### src/rtl/fetch_unit.sv
`default_nettype none
// +--------------------------------------------------------------------------+
// | fetch_unit : instruction fetcher with optional direct-mapped I-cache      |
// |              (build with FETCH_UNIT_CACHE_EN to enable cache and flush).  |
// | Revision   : 1.0                                                          |
// +--------------------------------------------------------------------------+
module fetch_unit #(
  parameter int PROGRAM_MEM_ADDR_BITS = 8,
  parameter int PROGRAM_MEM_DATA_BITS = 16,
  parameter int CACHE_ENTRIES         = 4
) (
  input  logic                             clk,
  input  logic                             reset,
  input  logic [2:0]                       core_state,
  input  logic [PROGRAM_MEM_ADDR_BITS-1:0] current_pc,
  input  logic                             flush,
  output logic                             mem_read_valid,
  output logic [PROGRAM_MEM_ADDR_BITS-1:0] mem_read_address,
  input  logic                             mem_read_ready,
  input  logic [PROGRAM_MEM_DATA_BITS-1:0] mem_read_data,
  output logic [2:0]                       fetcher_state,
  output logic [PROGRAM_MEM_DATA_BITS-1:0] instruction
);

  localparam logic [2:0] CORE_FETCH  = 3'd1;
  localparam logic [2:0] CORE_DECODE = 3'd2;

  typedef enum logic [2:0] {
    ST_IDLE     = 3'b000,
    ST_FETCHING = 3'b001,
    ST_FETCHED  = 3'b010
  } state_e;

  state_e                             state_q, state_d;
  logic                               mem_read_valid_q, mem_read_valid_d;
  logic [PROGRAM_MEM_ADDR_BITS-1:0]   mem_read_address_q, mem_read_address_d;
  logic [PROGRAM_MEM_DATA_BITS-1:0]   instruction_q, instruction_d;
  logic                               fill_en;
  logic                               hit;
  logic [PROGRAM_MEM_DATA_BITS-1:0]   hit_data;

`ifdef FETCH_UNIT_CACHE_EN
  localparam int IDX_BITS = $clog2(CACHE_ENTRIES);
  localparam int TAG_BITS = PROGRAM_MEM_ADDR_BITS - IDX_BITS;

  logic [CACHE_ENTRIES-1:0]         valid_q;
  logic [TAG_BITS-1:0]              tag_q  [CACHE_ENTRIES];
  logic [PROGRAM_MEM_DATA_BITS-1:0] data_q [CACHE_ENTRIES];
  logic [IDX_BITS-1:0]              lkp_idx, fill_idx;
  logic [TAG_BITS-1:0]              lkp_tag, fill_tag;

  assign lkp_idx  = current_pc[IDX_BITS-1:0];
  assign lkp_tag  = current_pc[PROGRAM_MEM_ADDR_BITS-1:IDX_BITS];
  // The fill is tagged with the address actually requested, not the live PC.
  assign fill_idx = mem_read_address_q[IDX_BITS-1:0];
  assign fill_tag = mem_read_address_q[PROGRAM_MEM_ADDR_BITS-1:IDX_BITS];

  assign hit      = !flush && valid_q[lkp_idx] && (tag_q[lkp_idx] == lkp_tag);
  assign hit_data = data_q[lkp_idx];

  always_ff @(posedge clk or posedge reset) begin
    if (reset) begin
      valid_q <= '0;
    end else if (flush) begin
      valid_q <= '0;
    end else if (fill_en) begin
      valid_q[fill_idx] <= 1'b1;
    end
  end

  always_ff @(posedge clk) begin
    if (fill_en) begin
      tag_q[fill_idx]  <= fill_tag;
      data_q[fill_idx] <= mem_read_data;
    end
  end
`else
  logic unused_cache_sigs;

  assign hit               = 1'b0;
  assign hit_data          = '0;
  assign unused_cache_sigs = flush ^ fill_en;
`endif

  always_comb begin
    state_d            = state_q;
    mem_read_valid_d   = mem_read_valid_q;
    mem_read_address_d = mem_read_address_q;
    instruction_d      = instruction_q;
    fill_en            = 1'b0;
    case (state_q)
      ST_IDLE: begin
        if (core_state == CORE_FETCH) begin
          if (hit) begin
            instruction_d = hit_data;
            state_d       = ST_FETCHED;
          end else begin
            mem_read_valid_d   = 1'b1;
            mem_read_address_d = current_pc;
            state_d            = ST_FETCHING;
          end
        end
      end
      ST_FETCHING: begin
        if (mem_read_ready) begin
          instruction_d    = mem_read_data;
          mem_read_valid_d = 1'b0;
          fill_en          = 1'b1;
          state_d          = ST_FETCHED;
        end
      end
      ST_FETCHED: begin
        if (core_state == CORE_DECODE) begin
          state_d = ST_IDLE;
        end
      end
      default: begin
        state_d          = ST_IDLE;
        mem_read_valid_d = 1'b0;
      end
    endcase
  end

  always_ff @(posedge clk or posedge reset) begin
    if (reset) begin
      state_q            <= ST_IDLE;
      mem_read_valid_q   <= 1'b0;
      mem_read_address_q <= '0;
      instruction_q      <= '0;
    end else begin
      state_q            <= state_d;
      mem_read_valid_q   <= mem_read_valid_d;
      mem_read_address_q <= mem_read_address_d;
      instruction_q      <= instruction_d;
    end
  end

  assign fetcher_state    = state_q;
  assign mem_read_valid   = mem_read_valid_q;
  assign mem_read_address = mem_read_address_q;
  assign instruction      = instruction_q;

endmodule
`default_nettype wire

### config.mk
export PLATFORM = sky130hd
export DESIGN_NAME = fetch_unit
export DESIGN_NICKNAME = d
export VERILOG_FILES = /design/src/rtl/fetch_unit.sv
export SDC_FILE = /design/constraint.sdc
export NUM_CORES = 1
export LEC_CHECK = 0
export ABC_AREA = 0
export CAP_MARGIN = 10
export CORE_UTILIZATION = 40
export CTS_CLUSTER_SIZE = 40
export DETAILED_ROUTE_END_ITERATION = 8
export PLACE_DENSITY = 0.91
export SYNTH_ARGS = -nofsm -noshare
export SYNTH_HDL_FRONTEND = slang
export SYNTH_SLANG_ARGS = --single-unit
### constraint.sdc
create_clock -name clk -period 3.3 [get_ports clk]
set_input_delay 0.66 -clock clk [delete_from_list [all_inputs] [get_ports clk]]
set_output_delay 0.66 -clock clk [all_outputs]
set_load 0.01 [all_outputs]
; ---- Word level (Yosys, flattened, before mapping)
; Index checks and enable logic that the tools add are counted.
[classes]
eq_ne = 7
n_div = 0
multipliers = 0
bitwise = 1
n_reduce_logical = 5
shift = 0
n_mux = 7
n_addsub = 0
n_lt_le_gt_ge = 0
[op_table]
columns = op, count
row1 = 3-bit 2-to-1 mux, 3
row2 = 3-bit one-hot mux with 3 select lines, 1
row3 = "3-bit by 1-bit == test with 1-bit output, second input constant", 2
row4 = "3-bit by 2-bit == test with 1-bit output, second input constant", 2
row5 = "2-bit inequality test, second input constant", 3
row6 = 3-bit AND reduction, 2
row7 = 2-bit AND reduction, 2
row8 = 3-bit logical NOT, 1
row9 = 1-bit one-hot mux with 3 select lines, 1
row10 = 1-bit 2-to-1 mux, 2
row11 = 1-bit inverter, 1
[totals]
reg_bits = 28
latchBits = 0
romBits = 0
inputBits = 31
n_memories = 0
ramBits = 0
output_inout_bits = 28
elab_cells = 24

; ---- Depth between registers and ports, before layout
[depth]
word_depth = 3
mapped_depth = 3

; ---- Worst setup path before layout
; Ideal clock, no wire load.
[synth_path]
kind = input to register
from = input port core_state[1]
to = register mem_read_address_q[0] (netlist: mem_read_address[0])
n_path_buf = 0
setup_slack_ns = 1.661
setup_ns = 0.125
t_arrival_ns = 1.514
cell_stages = 2
cell_sequence = nor4_4 mux2_2
[synth_between]
elab_chain_cells = 2
[synth_lines]
columns = item, line_no
row1 = from (decl), 14  ; input logic [2:0] core_state,
row2 = 3-bit by 1-bit == test with 1-bit output, 93  ; if (core_state == CORE_FETCH) begin
row3 = 2-bit AND reduction (no source line), n/a
row4 = to (signal assigned), 133  ; mem_read_address_q <= mem_read_address_d;
row5 = to (decl), 36  ; logic [PROGRAM_MEM_ADDR_BITS-1:0] mem_read_address_q, mem_read_address_d;
; Every way passes these cells.
; A chain may end at the register's enable or synchronous reset.

; ---- Worst setup path in the final report
[layout_path]
from = register state_q[1] (netlist: fetcher_state[1])
to = output port fetcher_state[1]
[layout_lines]
columns = item, line_no
row1 = from (decl), 34  ; state_e state_q, state_d;
row2 = from (signal assigned), 131  ; state_q <= state_d;
row3 = to (decl), 21  ; output logic [2:0] fetcher_state,
; No word-level cell between the ends.

==> impl_metrics.csv <==
group,metric,value,unit
synth,syn_nets,96,
worst_hold_path,hp-class,"register to register",
synth,synthArstFlopShare,1.00,
floorplan,die-area,2860,um2
drt,finalWirelength,2.31,mm
floorplan,num_io_pins,59,
placed_design,port-buffer-count,56,
cts,holdBufCountCts,0,
synth,syn_area,1060,um2
job,maxCapViolCount,0,
cts,cts-root-buf,"clkbuf_4",
synth,synth_common_cells,"27 x dfrtp_1, 24 x mux2_2, 2 x nor3b_1, 2 x o21ai_0",
worst_setup_path,critPathKind,"register to output port",
synth,synth_area_leaders,"dfrtp_1 64%, mux2_2 26%, nor4_4 2.0%",
timing,slew_violations,0,
worst_setup_path,crit_required,2.64,ns
drt,drc_errors,0,
placed_design,globalplace.congestion,0.706,
pwr,power_density,812,nW/um2
timing,hold_viol_final,0,
synth,ys_types,14,
timing,fin_ws,1.25,ns
synth,synth_flop_cell,"dfrtp_1",
pwr,power_frac_comb,0.472,
drt,drt-initial-drc-count,6,
synth,syn_avg_cell_area,16.3,um2
cts,clkLatencyLatePin,0.32,ns
timing,worstMarginPinSlew,1.01,ns
synth,synth_top_area_frac,0.638,
placed_design,place_ws,1.04,ns
worst_setup_path,slowest_delay,0.58,ns
floorplan,rows,18,
finish,insertedDiodeCount,0,
timing,max_freq,0.487,GHz
worst_setup_path,crit_path_end_kind,"output port",
synth,seq_area_frac_synth,0.638,
cts,cts_tree,"built",
cts,cts_resized,0,
cts,h-tree-depth,1,
synth,synth_edf_count,0,
worst_setup_path,arrival,1.39,ns
worst_setup_path,cp_cell_sequence,"clkdlybuf4s50_1",
drt,via_count,750,
finish,area_delta_synth_final,57.9,%
finish,nets,155,
synth,synth_most_common_cell,"dfrtp_1",
worst_setup_path,crit_slowest_cell,"clkdlybuf4s50_1",
timing,fin_crit_sh,0.622,
grt,track_usage,0.177,
timing,slew-limit-headroom,0.323,
pwr,vdd_ir_drop_max,0.575,mV
pwr,pwr-share-clk,0.102,
grt,grt_pass1_vias,767,
pwr,p_leak,0.702,nW
cts,clock_path_buffers,2,
cts,cts.clk_slew.worst_paths,0.14,ns
drt,first_pass_iters,3,
pwr,intPower,0.964,mW
pwr,seqPwrFrac,0.427,
finish,final_util,0.669,
floorplan,dieHeight,53.5,um
synth,synth_top_area_cell,"dfrtp_1",
cts,clkSinkCount,27,
floorplan,coreArea,2500,um2
drt,antenna_left,0,
finish,drive_above_1_share,0.268,
placed_design,dp_hpwl,1.75,mm
cts,cts_setup_buffers,0,
synth,netlist_instances,65,
pwr,p_sw,0.395,mW
worst_setup_path,critPathLaunchType,"register",
floorplan,fp.dieW,53.5,um
grt,antenna_found_initial,0,
synth,yosys_warnings,0,
worst_setup_path,worstPathMaxFanout,6,
worst_setup_path,critPathBufInv,1,
synth,ys_seq_elements,27,
drt,wire_per_inst,15.1,um
worst_setup_path,crit_family,"buffers and inverters",
run_status,status,"complete, no violations",
timing,setup_tns,0,ns
timing,period_minus_slack,2.05,ns
timing,rsz0062_at_grt,"no",
finish,fill_cells,207,
timing,skew,0.00972,ns
cts,numCtsBuffers,3,
floorplan,initial_core_util,0.424,
grt,grt_pass1_wl,3.42,mm
grt,grt_start_max_net_pins,28,
drt,vias_per_cell,4.90,
pwr,p_sw_frac,0.291,
timing,finalSetupViolCount,0,
grt,grt_overflow,0,
## placed cells by master, fill, tap and decap left out
| master | instances |
|---|---|
| conb_1 | 1 |
| or2b_1 | 1 |
| or2_2 | 1 |
| clkdlybuf4s50_1 | 56 |
| o21ai_0 | 2 |
| inv_1 | 1 |
| nor4_4 | 1 |
| dfrtp_1 | 27 |
| clkinv_2 | 1 |
| nor3b_1 | 2 |
| clkbuf_4 | 3 |
| mux2_2 | 24 |
| a21o_2 | 1 |
| nand2b_4 | 1 |
| nand3b_2 | 1 |
## sequential cells by signal (all words and copies together), names as in the netlist
name	flops
fetcher_state	2
mem_read_valid	1
mem_read_address	8
instruction	16
## through the flow
step                      area [um2]  cells  hold slack, ns  total power, mW
final                           1670    153           0.520             1.36
after CTS                       1670    153           0.527             1.38
after floorplan                 1060     65           0.527            0.835
after detailed placement        1650    149           0.495             1.24
after global placement          1650    149           0.470             1.20
after global routing            1670    153           0.540             1.44
## layer usage
| layer | track usage | part of all wire | vias up |
|---|---|---|---|
| li1 | - | - | 342 |
| met1 | 0.188 | 0.37 | 373 |
| met2 | 0.335 | 0.56 | 31 |
| met3 | 0.0259 | 0.050 | 4 |
| met4 | 0.0789 | 0.018 | 0 |
| met5 | 0 | 0 | - |
## power by group through the flow
stage	Combinational, mW	Sequential (mW)	Clock [mW]
global placement	0.633	0.571	0
CTS	0.653	0.581	0.144
floorplan	0.178	0.657	0
finish	0.641	0.580	0.138
global route	0.686	0.599	0.153
detailed placement	0.650	0.588	0
## kinds of logic (layout without fill, tap and decap cells)
group                  after synthesis  in the layout  share of synthesized area
AOI/OAI and AO/OA                    3              3                     0.0177
buffers and inverters                3             61                     0.0153
DFF                                 27             27                      0.638
muxes                               24             24                      0.255
other                                1              1                    0.00354
and+or+nand+nor                      7              7                     0.0708
## cell type report
| class | instances | area, um2 | share of cell area |
|---|---|---|---|
| clock buffers | 3 | 22.5 | 0.0135 |
| flip-flops and latches | 27 | 676 | 0.404 |
| well taps | 30 | 37.5 | 0.0224 |
| inverters | 1 | 3.75 | 0.00224 |
| clock inverters | 1 | 5.00 | 0.00299 |
| repair buffers | 56 | 561 | 0.335 |
| multi-input cells | 35 | 368 | 0.220 |
## path summary, 6_finish.rpt
check / slack (ns) / start / endpoint / depth (start not counted)
setup reg to reg: 1.67 / fetcher_state[1]$_DFFE_PP0P_ / mem_read_address[3]$_DFFE_PP0P_ / 2
min in group asynchronous: 0.87 / reset / mem_read_address[7]$_DFFE_PP0P_ / 2
max in group asynchronous: 1.81 / reset / mem_read_valid$_DFFE_PP0P_ / 2
hold reg to reg: 0.52 / mem_read_valid$_DFFE_PP0P_ / mem_read_valid$_DFFE_PP0P_ / 1
setup / recovery: 1.25 / fetcher_state[1]$_DFFE_PP0P_ / fetcher_state[1] / 1
hold / removal: 0.52 / mem_read_valid$_DFFE_PP0P_ / mem_read_valid$_DFFE_PP0P_ / 1
Note: power is estimated with default switching activity, not from simulation.
